<file path="config.mk">
export PLATFORM = sky130hd
export DESIGN_NAME = uart_monitor_flat
export DESIGN_NICKNAME = d
export VERILOG_FILES = /design/src/rtl/monitor_pkg.sv /design/src/rtl/uart_monitor_if.sv /design/src/rtl/monitor_txq.sv /design/src/rtl/uart_monitor.sv /design/src/flat_wrapper.sv
export SDC_FILE = /design/constraint.sdc
export NUM_CORES = 1
export LEC_CHECK = 0
export CAP_MARGIN = 10
export CORE_UTILIZATION = 54
export CTS_BUF_LIST = sky130_fd_sc_hd__clkbuf_4 sky130_fd_sc_hd__clkbuf_8
export DETAILED_ROUTE_END_ITERATION = 10
export GPL_TIMING_DRIVEN = 0
export PLACE_DENSITY = 0.81
export SLEW_MARGIN = 20
export SYNTH_ARGS = -nofsm -noshare
export SYNTH_HDL_FRONTEND = slang
export SYNTH_HIERARCHICAL = 1
export SYNTH_SLANG_ARGS = --single-unit
</file>
<file path="constraint.sdc">
create_clock -name clk -period 3 [get_ports clk]
set_input_delay 0.6 -clock clk [delete_from_list [all_inputs] [get_ports clk]]
set_output_delay 0.6 -clock clk [all_outputs]
set_load 0.02 [all_outputs]
</file>
<file path="src/rtl/monitor_pkg.sv">
// Shared constants for the serial monitor: host opcodes, response bytes,
// the FSM state encoding and the address-byte helper.
package monitor_pkg;

    localparam logic [7:0] OP_LOAD   = 8'h01;
    localparam logic [7:0] OP_DUMP   = 8'h02;
    localparam logic [7:0] OP_EXEC   = 8'h03;
    localparam logic [7:0] OP_STATUS = 8'h04;

    localparam logic [7:0] ACK = 8'h06;
    localparam logic [7:0] NAK = 8'h15;

    // State codes are visible on the LED port, so the values are fixed.
    typedef enum logic [3:0] {
        ST_IDLE     = 4'd0,
        ST_HDR      = 4'd1,
        ST_DISPATCH = 4'd2,
        ST_LOAD     = 4'd3,
        ST_DUMP_RD  = 4'd4,
        ST_DUMP_WT  = 4'd5,
        ST_DUMP_TX  = 4'd6,
        ST_CSUM     = 4'd7,
        ST_RUN      = 4'd8,
        ST_STAT     = 4'd9,
        ST_NAK      = 4'd10
    } state_t;

    // Number of address bytes in a frame header for a given RAM address width.
    function automatic int addr_bytes(input int addr_w);
        return (addr_w <= 8) ? 1 : 2;
    endfunction

endpackage

</file>
<file path="src/rtl/uart_monitor_if.sv">
// Bundle of the UART, RAM and CPU-control signals owned by the monitor.
// master = monitor side, slave = UART/RAM/CPU environment side.
interface uart_monitor_if #(
    parameter int ADDR_W = 9
);
    logic [7:0]        rx_byte;
    logic              received;
    logic [7:0]        tx_byte;
    logic              transmit;
    logic              is_transmitting;
    logic [ADDR_W-1:0] waddr;
    logic [7:0]        din;
    logic              write_en;
    logic [ADDR_W-1:0] raddr;
    logic [7:0]        dout;
    logic              cpu_reset;
    logic              cpu_run;
    logic              cpu_halted;
    logic [3:0]        state;
    logic [7:0]        err_cnt;

    modport master (
        input  rx_byte, received, is_transmitting, dout, cpu_halted,
        output tx_byte, transmit, waddr, din, write_en, raddr,
               cpu_reset, cpu_run, state, err_cnt
    );

    modport slave (
        output rx_byte, received, is_transmitting, dout, cpu_halted,
        input  tx_byte, transmit, waddr, din, write_en, raddr,
               cpu_reset, cpu_run, state, err_cnt
    );
endinterface

</file>
<file path="src/rtl/monitor_txq.sv">
// Transmit path: one-entry holding register, a guard cycle after every
// transmit strobe, and the transmit strobe itself. The UART reports busy one
// cycle late, so a strobe is never issued back-to-back or in the guard cycle.
// A push while the register is full overwrites the pending byte.
module monitor_txq (
    input  logic       clk,
    input  logic       rst_n,
    input  logic       push,
    input  logic [7:0] push_byte,
    input  logic       is_transmitting,
    output logic [7:0] tx_byte,
    output logic       transmit,
    output logic       full
);
    logic [7:0] hold_byte;
    logic       guard;
    logic       send;

    assign send = full && !is_transmitting && !transmit && !guard;

    // Holding register, guard cycle and registered strobe/byte to the UART.
    // NOTE: sequential state uses <= so every register sees pre-edge values.
    always_ff @(posedge clk or negedge rst_n) begin
        if (!rst_n) begin
            hold_byte <= 8'h00;
            full      <= 1'b0;
            guard     <= 1'b0;
            transmit  <= 1'b0;
            tx_byte   <= 8'h00;
        end else begin
            transmit <= send;
            guard    <= transmit;
            if (send) begin
                tx_byte <= hold_byte;
                full    <= 1'b0;
            end
            // A new byte in the same cycle as a send refills the register.
            if (push) begin
                hold_byte <= push_byte;
                full      <= 1'b1;
            end
        end
    end
endmodule

</file>
<file path="src/rtl/uart_monitor.sv">
// Serial monitor: decodes LOAD / DUMP / EXEC / STATUS frames from the UART,
// owns the RAM ports while the CPU is stopped, and hands UART/RAM to the CPU
// during EXEC until it halts. Optional trailing checksum on LOAD and DUMP is
// enabled by defining UART_MONITOR_CHECKSUM_EN.
module uart_monitor
    import monitor_pkg::*;
#(
    parameter int          ADDR_W  = 9,
    parameter logic [23:0] TIMEOUT = 24'd1_200_000
) (
    input  logic           clk,
    input  logic           rst_n,
    uart_monitor_if.master bus
);
    localparam int ADDR_BYTES = addr_bytes(ADDR_W);

`ifdef UART_MONITOR_CHECKSUM_EN
    localparam state_t DONE_ST = ST_CSUM;
`else
    localparam state_t DONE_ST = ST_IDLE;
`endif

    state_t            st;
    logic [1:0]        hdr_cnt;
    logic [7:0]        opcode;
    logic [ADDR_W-1:0] addr;
    logic [7:0]        len;
    logic [7:0]        csum;
    logic [23:0]       timer;
    logic [7:0]        dump_data;
    logic              push_q;
    logic [7:0]        push_byte_q;
    logic [ADDR_W-1:0] waddr;
    logic [7:0]        din;
    logic              write_en;
    logic [ADDR_W-1:0] raddr;
    logic              cpu_reset;
    logic              cpu_run;
    logic [7:0]        err_cnt;
    logic              txq_full;

    logic tx_free;
    logic timed_out;
    logic err_inc;
    logic err_clr;

    // Tx availability, receive-gap expiry and error-counter events.
    // NOTE: every signal gets a default first so no latch is inferred.
    always_comb begin
        tx_free   = !txq_full && !push_q;
        timed_out = 1'b0;
        err_inc   = 1'b0;
        err_clr   = 1'b0;
        if (TIMEOUT != 24'd0 && timer == TIMEOUT - 24'd1 && !bus.received &&
            (st == ST_HDR || st == ST_LOAD))
            timed_out = 1'b1;
        if (timed_out || (st == ST_NAK && tx_free))
            err_inc = 1'b1;
        if (st == ST_STAT && tx_free)
            err_clr = 1'b1;
    end

    // Saturating error counter; a STATUS clear beats a coincident increment.
    always_ff @(posedge clk or negedge rst_n) begin
        if (!rst_n)
            err_cnt <= 8'h00;
        else if (err_clr)
            err_cnt <= 8'h00;
        else if (err_inc && err_cnt != 8'hFF)
            err_cnt <= err_cnt + 8'd1;
    end

    // Frame decoder and command sequencer with registered outputs.
    always_ff @(posedge clk or negedge rst_n) begin
        if (!rst_n) begin
            st          <= ST_IDLE;
            hdr_cnt     <= 2'd0;
            opcode      <= 8'h00;
            addr        <= '0;
            len         <= 8'h00;
            csum        <= 8'h00;
            timer       <= 24'd0;
            dump_data   <= 8'h00;
            push_q      <= 1'b0;
            push_byte_q <= 8'h00;
            waddr       <= '0;
            din         <= 8'h00;
            write_en    <= 1'b0;
            raddr       <= '0;
            cpu_reset   <= 1'b0;
            cpu_run     <= 1'b0;
        end else begin
            push_q    <= 1'b0;
            write_en  <= 1'b0;
            cpu_reset <= 1'b0;
            case (st)
                ST_IDLE: begin
                    if (bus.received) begin
                        opcode      <= bus.rx_byte;
                        push_q      <= 1'b1;
                        push_byte_q <= bus.rx_byte;
                        hdr_cnt     <= 2'd0;
                        addr        <= '0;
                        timer       <= 24'd0;
                        st          <= ST_HDR;
                    end
                end
                ST_HDR: begin
                    if (bus.received) begin
                        push_q      <= 1'b1;
                        push_byte_q <= bus.rx_byte;
                        timer       <= 24'd0;
                        if (hdr_cnt == 2'(ADDR_BYTES)) begin
                            len <= bus.rx_byte;
                            st  <= ST_DISPATCH;
                        end else begin
                            // Shift in MSB first; bits above ADDR_W fall off.
                            addr    <= ADDR_W'({16'(addr), bus.rx_byte});
                            hdr_cnt <= hdr_cnt + 2'd1;
                        end
                    end else if (timed_out) begin
                        st <= ST_IDLE;
                    end else begin
                        timer <= timer + 24'd1;
                    end
                end
                ST_DISPATCH: begin
                    csum  <= 8'h00;
                    timer <= 24'd0;
                    raddr <= addr;
                    case (opcode)
                        OP_LOAD:   st <= (len == 8'd0) ? DONE_ST : ST_LOAD;
                        OP_DUMP:   st <= (len == 8'd0) ? DONE_ST : ST_DUMP_RD;
                        OP_EXEC: begin
                            cpu_reset <= 1'b1;
                            cpu_run   <= 1'b1;
                            st        <= ST_RUN;
                        end
                        OP_STATUS: st <= ST_STAT;
                        default:   st <= ST_NAK;
                    endcase
                end
                ST_LOAD: begin
                    if (bus.received) begin
                        write_en    <= 1'b1;
                        din         <= bus.rx_byte;
                        waddr       <= addr;
                        addr        <= addr + ADDR_W'(1);
                        csum        <= csum + bus.rx_byte;
                        len         <= len - 8'd1;
                        push_q      <= 1'b1;
                        push_byte_q <= bus.rx_byte;
                        timer       <= 24'd0;
                        if (len == 8'd1)
                            st <= DONE_ST;
                    end else if (timed_out) begin
                        st <= ST_IDLE;
                    end else begin
                        timer <= timer + 24'd1;
                    end
                end
                // raddr is already stable here; the RAM samples it this cycle.
                ST_DUMP_RD: st <= ST_DUMP_WT;
                ST_DUMP_WT: begin
                    dump_data <= bus.dout;
                    st        <= ST_DUMP_TX;
                end
                ST_DUMP_TX: begin
                    if (tx_free) begin
                        push_q      <= 1'b1;
                        push_byte_q <= dump_data;
                        csum        <= csum + dump_data;
                        len         <= len - 8'd1;
                        raddr       <= raddr + ADDR_W'(1);
                        st          <= (len == 8'd1) ? DONE_ST : ST_DUMP_RD;
                    end
                end
                ST_CSUM: begin
                    if (tx_free) begin
                        push_q      <= 1'b1;
                        push_byte_q <= csum;
                        st          <= ST_IDLE;
                    end
                end
                ST_RUN: begin
                    // The halt level seen during the reset pulse is stale.
                    if (!cpu_reset && bus.cpu_halted && tx_free) begin
                        cpu_run     <= 1'b0;
                        push_q      <= 1'b1;
                        push_byte_q <= ACK;
                        st          <= ST_IDLE;
                    end
                end
                ST_STAT: begin
                    if (tx_free) begin
                        push_q      <= 1'b1;
                        push_byte_q <= err_cnt;
                        st          <= ST_IDLE;
                    end
                end
                ST_NAK: begin
                    if (tx_free) begin
                        push_q      <= 1'b1;
                        push_byte_q <= NAK;
                        st          <= ST_IDLE;
                    end
                end
                default: st <= ST_IDLE;
            endcase
        end
    end

    monitor_txq u_txq (
        .clk             (clk),
        .rst_n           (rst_n),
        .push            (push_q),
        .push_byte       (push_byte_q),
        .is_transmitting (bus.is_transmitting),
        .tx_byte         (bus.tx_byte),
        .transmit        (bus.transmit),
        .full            (txq_full)
    );

    assign bus.waddr     = waddr;
    assign bus.din       = din;
    assign bus.write_en  = write_en;
    assign bus.raddr     = raddr;
    assign bus.cpu_reset = cpu_reset;
    assign bus.cpu_run   = cpu_run;
    assign bus.state     = st;
    assign bus.err_cnt   = err_cnt;
endmodule

</file>
<file path="src/flat_wrapper.sv">
// flat-port wrapper written by rule: the top's interface ports become plain ports
module uart_monitor_flat import monitor_pkg::*;
#(
    parameter int          ADDR_W  = 9,
    parameter logic [23:0] TIMEOUT = 24'd1_200_000
)
  (clk, rst_n, bus_rx_byte, bus_received, bus_is_transmitting, bus_dout, bus_cpu_halted, bus_tx_byte, bus_transmit, bus_waddr, bus_din, bus_write_en, bus_raddr, bus_cpu_reset, bus_cpu_run, bus_state, bus_err_cnt);
  uart_monitor_if #(.ADDR_W(ADDR_W)) bus_i ();
  input  logic clk;
  input  logic rst_n;
  input wire logic [$bits(bus_i.rx_byte)-1:0] bus_rx_byte;
  input wire logic [$bits(bus_i.received)-1:0] bus_received;
  input wire logic [$bits(bus_i.is_transmitting)-1:0] bus_is_transmitting;
  input wire logic [$bits(bus_i.dout)-1:0] bus_dout;
  input wire logic [$bits(bus_i.cpu_halted)-1:0] bus_cpu_halted;
  output wire logic [$bits(bus_i.tx_byte)-1:0] bus_tx_byte;
  output wire logic [$bits(bus_i.transmit)-1:0] bus_transmit;
  output wire logic [$bits(bus_i.waddr)-1:0] bus_waddr;
  output wire logic [$bits(bus_i.din)-1:0] bus_din;
  output wire logic [$bits(bus_i.write_en)-1:0] bus_write_en;
  output wire logic [$bits(bus_i.raddr)-1:0] bus_raddr;
  output wire logic [$bits(bus_i.cpu_reset)-1:0] bus_cpu_reset;
  output wire logic [$bits(bus_i.cpu_run)-1:0] bus_cpu_run;
  output wire logic [$bits(bus_i.state)-1:0] bus_state;
  output wire logic [$bits(bus_i.err_cnt)-1:0] bus_err_cnt;
  assign bus_i.rx_byte = bus_rx_byte;
  assign bus_i.received = bus_received;
  assign bus_i.is_transmitting = bus_is_transmitting;
  assign bus_i.dout = bus_dout;
  assign bus_i.cpu_halted = bus_cpu_halted;
  assign bus_tx_byte = bus_i.tx_byte;
  assign bus_transmit = bus_i.transmit;
  assign bus_waddr = bus_i.waddr;
  assign bus_din = bus_i.din;
  assign bus_write_en = bus_i.write_en;
  assign bus_raddr = bus_i.raddr;
  assign bus_cpu_reset = bus_i.cpu_reset;
  assign bus_cpu_run = bus_i.cpu_run;
  assign bus_state = bus_i.state;
  assign bus_err_cnt = bus_i.err_cnt;
  uart_monitor #(.ADDR_W(ADDR_W), .TIMEOUT(TIMEOUT)) u_core (.clk(clk), .rst_n(rst_n), .bus(bus_i));
endmodule
</file>
==> run metrics <==
Final setup viols=0; Clock transition at path regs=roughly 90 ps; Clock Skews=approximately 15 ps; Net Count, Synth=slightly below 800; part of the cycle the worst path needs=97.12%; commonest cells after routing, fill and taps aside=dfrtp_1, clkdlybuf4s50_1, nand2_1; Cell Area, Synth=between 7000 and 8000 sq um; DR vias/cell=about 6.3; GRT busiest layer=met2; global-route wire length before repair=31850 um; DRC Markers=0; top-area cell type share of the netlist area=a little under half; Clk Latency, worst-skew pair=around 470 ps; synth top area cells=dfrtp_1, mux2_2, o21ai_0; WP data arrival=3270 ps; R2R cell count=13; number of global-route vias before repair=6356; routability congestion estimate=roughly 0.95; CTS tree=built; area leader, netlist=dfrtp_1; Seq/Total Area, Yosys=a little under half; Initial Utilization=55.37%; Max Cap Viol=0; Tmin final=approximately 3000 ps; total routing usage reported by global routing=between 20% and 30%; Critical Path End Type=flip-flop; Die Footprint=around 14000 sq um; DP HPWL=13800 um; area of the core=13240 sq um; status=complete, no violations; Primary FF master, synth=dfrtp_1; total wire length=roughly 20000 um; initial antenna violation count=0; IO buf count=70; num rows=42; met3 Usage GRT=around 6.7%; Root Driver=clkbuf_8; Clock Sink Count=136; CTS H-Tree Depth=4; antenna-violating nets left=0; Power Density=between 900 and 1000 nW/um^2; GR met1 Demand/Resource=a little under two fifths; Max FO, Critical Path=15; Post-synth ARST share=100.0%; final core utilization=around two thirds; crit path capture=u_core/csum[6]$_DFFE_PN0P_; R2R Setup Slk=between 80 and 90 ps; dpl cell area=about 8300 sq um; Via Count=approximately 6400; Avg Cell Area, Syn=slightly below 10 sq um; peak supply drop=roughly 600 uV; synthesis-stage register bit count=136; total power=slightly above 8000 uW; Final Hold Viols=0; critical path startpoint category=flip-flop; drt initial violations=approximately 660; reg2reg start=u_core/bus.state[0]$_DFFE_PN0P_; critical path class=reg2reg; CP startpoint=u_core/bus.state[0]$_DFFE_PN0P_; Syn-to-layout area delta=20.02%; Final Max Tran Viols=0; Mapped Cells=~740; Pre-antenna DRT Iters=5; Remaining Overflow, GRT=0; Horiz. Die Dim=~120 um; Post-synth EDFFs=0; WL/cell=about 19 um; CTS buffer count=17; hold slack=~100 ps; share of cells above drive strength 1=about 17%; largest net degree at the start of global routing=77; FMAX=about 340 MHz; Leak=0.003680 uW; finished layout cell area=8800 sq um; # hold bufs at CTS=0; worst slew pin tran=899.4 ps; Top Ports=71; clk buf depth=2; Yosys cell types=75; Slew Limit Headroom=roughly two fifths; Vert. Die Dim=118.5 um; commonest non-fill, non-tap cell in the layout=dfrtp_1; grt met2 use=between 40% and 50%; YS warnings=6; nets@finish=slightly below 900; n_diodes=0; R2R Path End=u_core/csum[6]$_DFFE_PN0P_; Hold Path Class=in2async; worst path required time=roughly 3400 ps
-- power by group --
group,internal [uW],total [uW],switching (uW)
Sequential,2440,2990,546
Combinational,1580,3560,1980
Clock,752,1540,791
-- metal layers --
layer / share of wire, % / vias up
li1: - / 2933
met1: 42 / 3145
met2: 49 / 289
met3: 6.3 / 45
met4: 2.5 / 0
met5: 0 / -
-- worst min-delay path by stage --
stage / end / slack (ps)
2_1_floorplan: u_core/addr[0]$_DFFE_PN0P_ / 300
3_3_place_gp: u_core/u_txq/guard$_DFF_PN0_ / 460
3_5_place_dp: u_core/u_txq/guard$_DFF_PN0_ / 480
4_1_cts: u_core/len[3]$_DFFE_PN0P_ / 100
5_1_grt: u_core/len[2]$_DFFE_PN0P_ / 120
6_report: u_core/len[2]$_DFFE_PN0P_ / 100
-- final cells by class --
type	count	area, sq um
fillers	1096	4443
clock inverters	15	168.9
multi-input cells	553	3742
flip-flops and latches	136	3407
clock buffers	17	234.0
inverters	16	60.06
repair buffers	78	785.8
well taps	176	220.2
plain buffers	32	181.4
-- flip-flops by register name, indices dropped and copies added (netlist names) --
name                    flops
u_core/addr                 9
u_core/bus.cpu_reset        1
u_core/bus.cpu_run          1
u_core/bus.din              8
u_core/bus.err_cnt          8
u_core/bus.raddr            9
u_core/bus.state            4
u_core/bus.waddr            9
u_core/bus.write_en         1
u_core/csum                 8
u_core/dump_data            8
u_core/hdr_cnt              2
u_core/len                  8
u_core/opcode               8
u_core/push_byte_q          8
u_core/push_q               1
u_core/timer               24
u_core/u_txq/full           1
u_core/u_txq/guard          1
u_core/u_txq/hold_byte      8
u_core/u_txq/transmit       1
u_core/u_txq/tx_byte        8
-- kinds of logic (layout without fill, tap and decap cells) --
| group | Yosys count | after routing | synth area share [%] |
|---|---|---|---|
| mux | 64 | 64 | 9.744 |
| simple gates | 263 | 263 | 19.03 |
| compound gates | 193 | 193 | 16.96 |
| buf+inv | 49 | 158 | 2.986 |
| xor+xnor | 17 | 17 | 2.031 |
| flops | 136 | 136 | 46.42 |
| fa+ha+maj | 16 | 16 | 2.833 |
-- worst max-delay path, cell delays in order, from the launching register on --
cell,delay (ps)
dfrtp_1,410
buf_6,150
or4bb_1,510
buf_6,180
nand2_1,70
nand2_1,90
ha_4,180
inv_1,70
fa_2,230
nor2b_1,60
o21ai_1,150
a21oi_1,110
or3_1,340
a32o_1,250
-- synthesized netlist by cell type (all sizes together) (9+ instances only) --
cell type / count
o21ai: 62
and3: 15
clkbuf: 19
nand2: 69
buf: 14
ha: 15
mux2: 59
xnor2: 9
nor3: 23
nor2: 55
a21oi: 48
inv: 16
nand3: 31
a31oi: 15
nand4: 11
dfrtp: 136
-- per-stage QoR --
stage | TNS (ps) | instances | setup WS [ps]
6_report | 0 | 1023 | 86.44
5_1_grt | -7.320 | 1023 | -7.320
2_1_floorplan | 0 | 738 | 30.01
3_3_place_gp | -522780 | 984 | -3852
4_1_cts | 0 | 1020 | 12.01
3_5_place_dp | -946.4 | 985 | -409.7
-- timing repair --
action,CTS,global route
pin swaps,2,2
buffers inserted,4,3
endpoints found under the setup margin,4,2
gates resized for setup,8,11
Power figures use the tool's default switching activity.
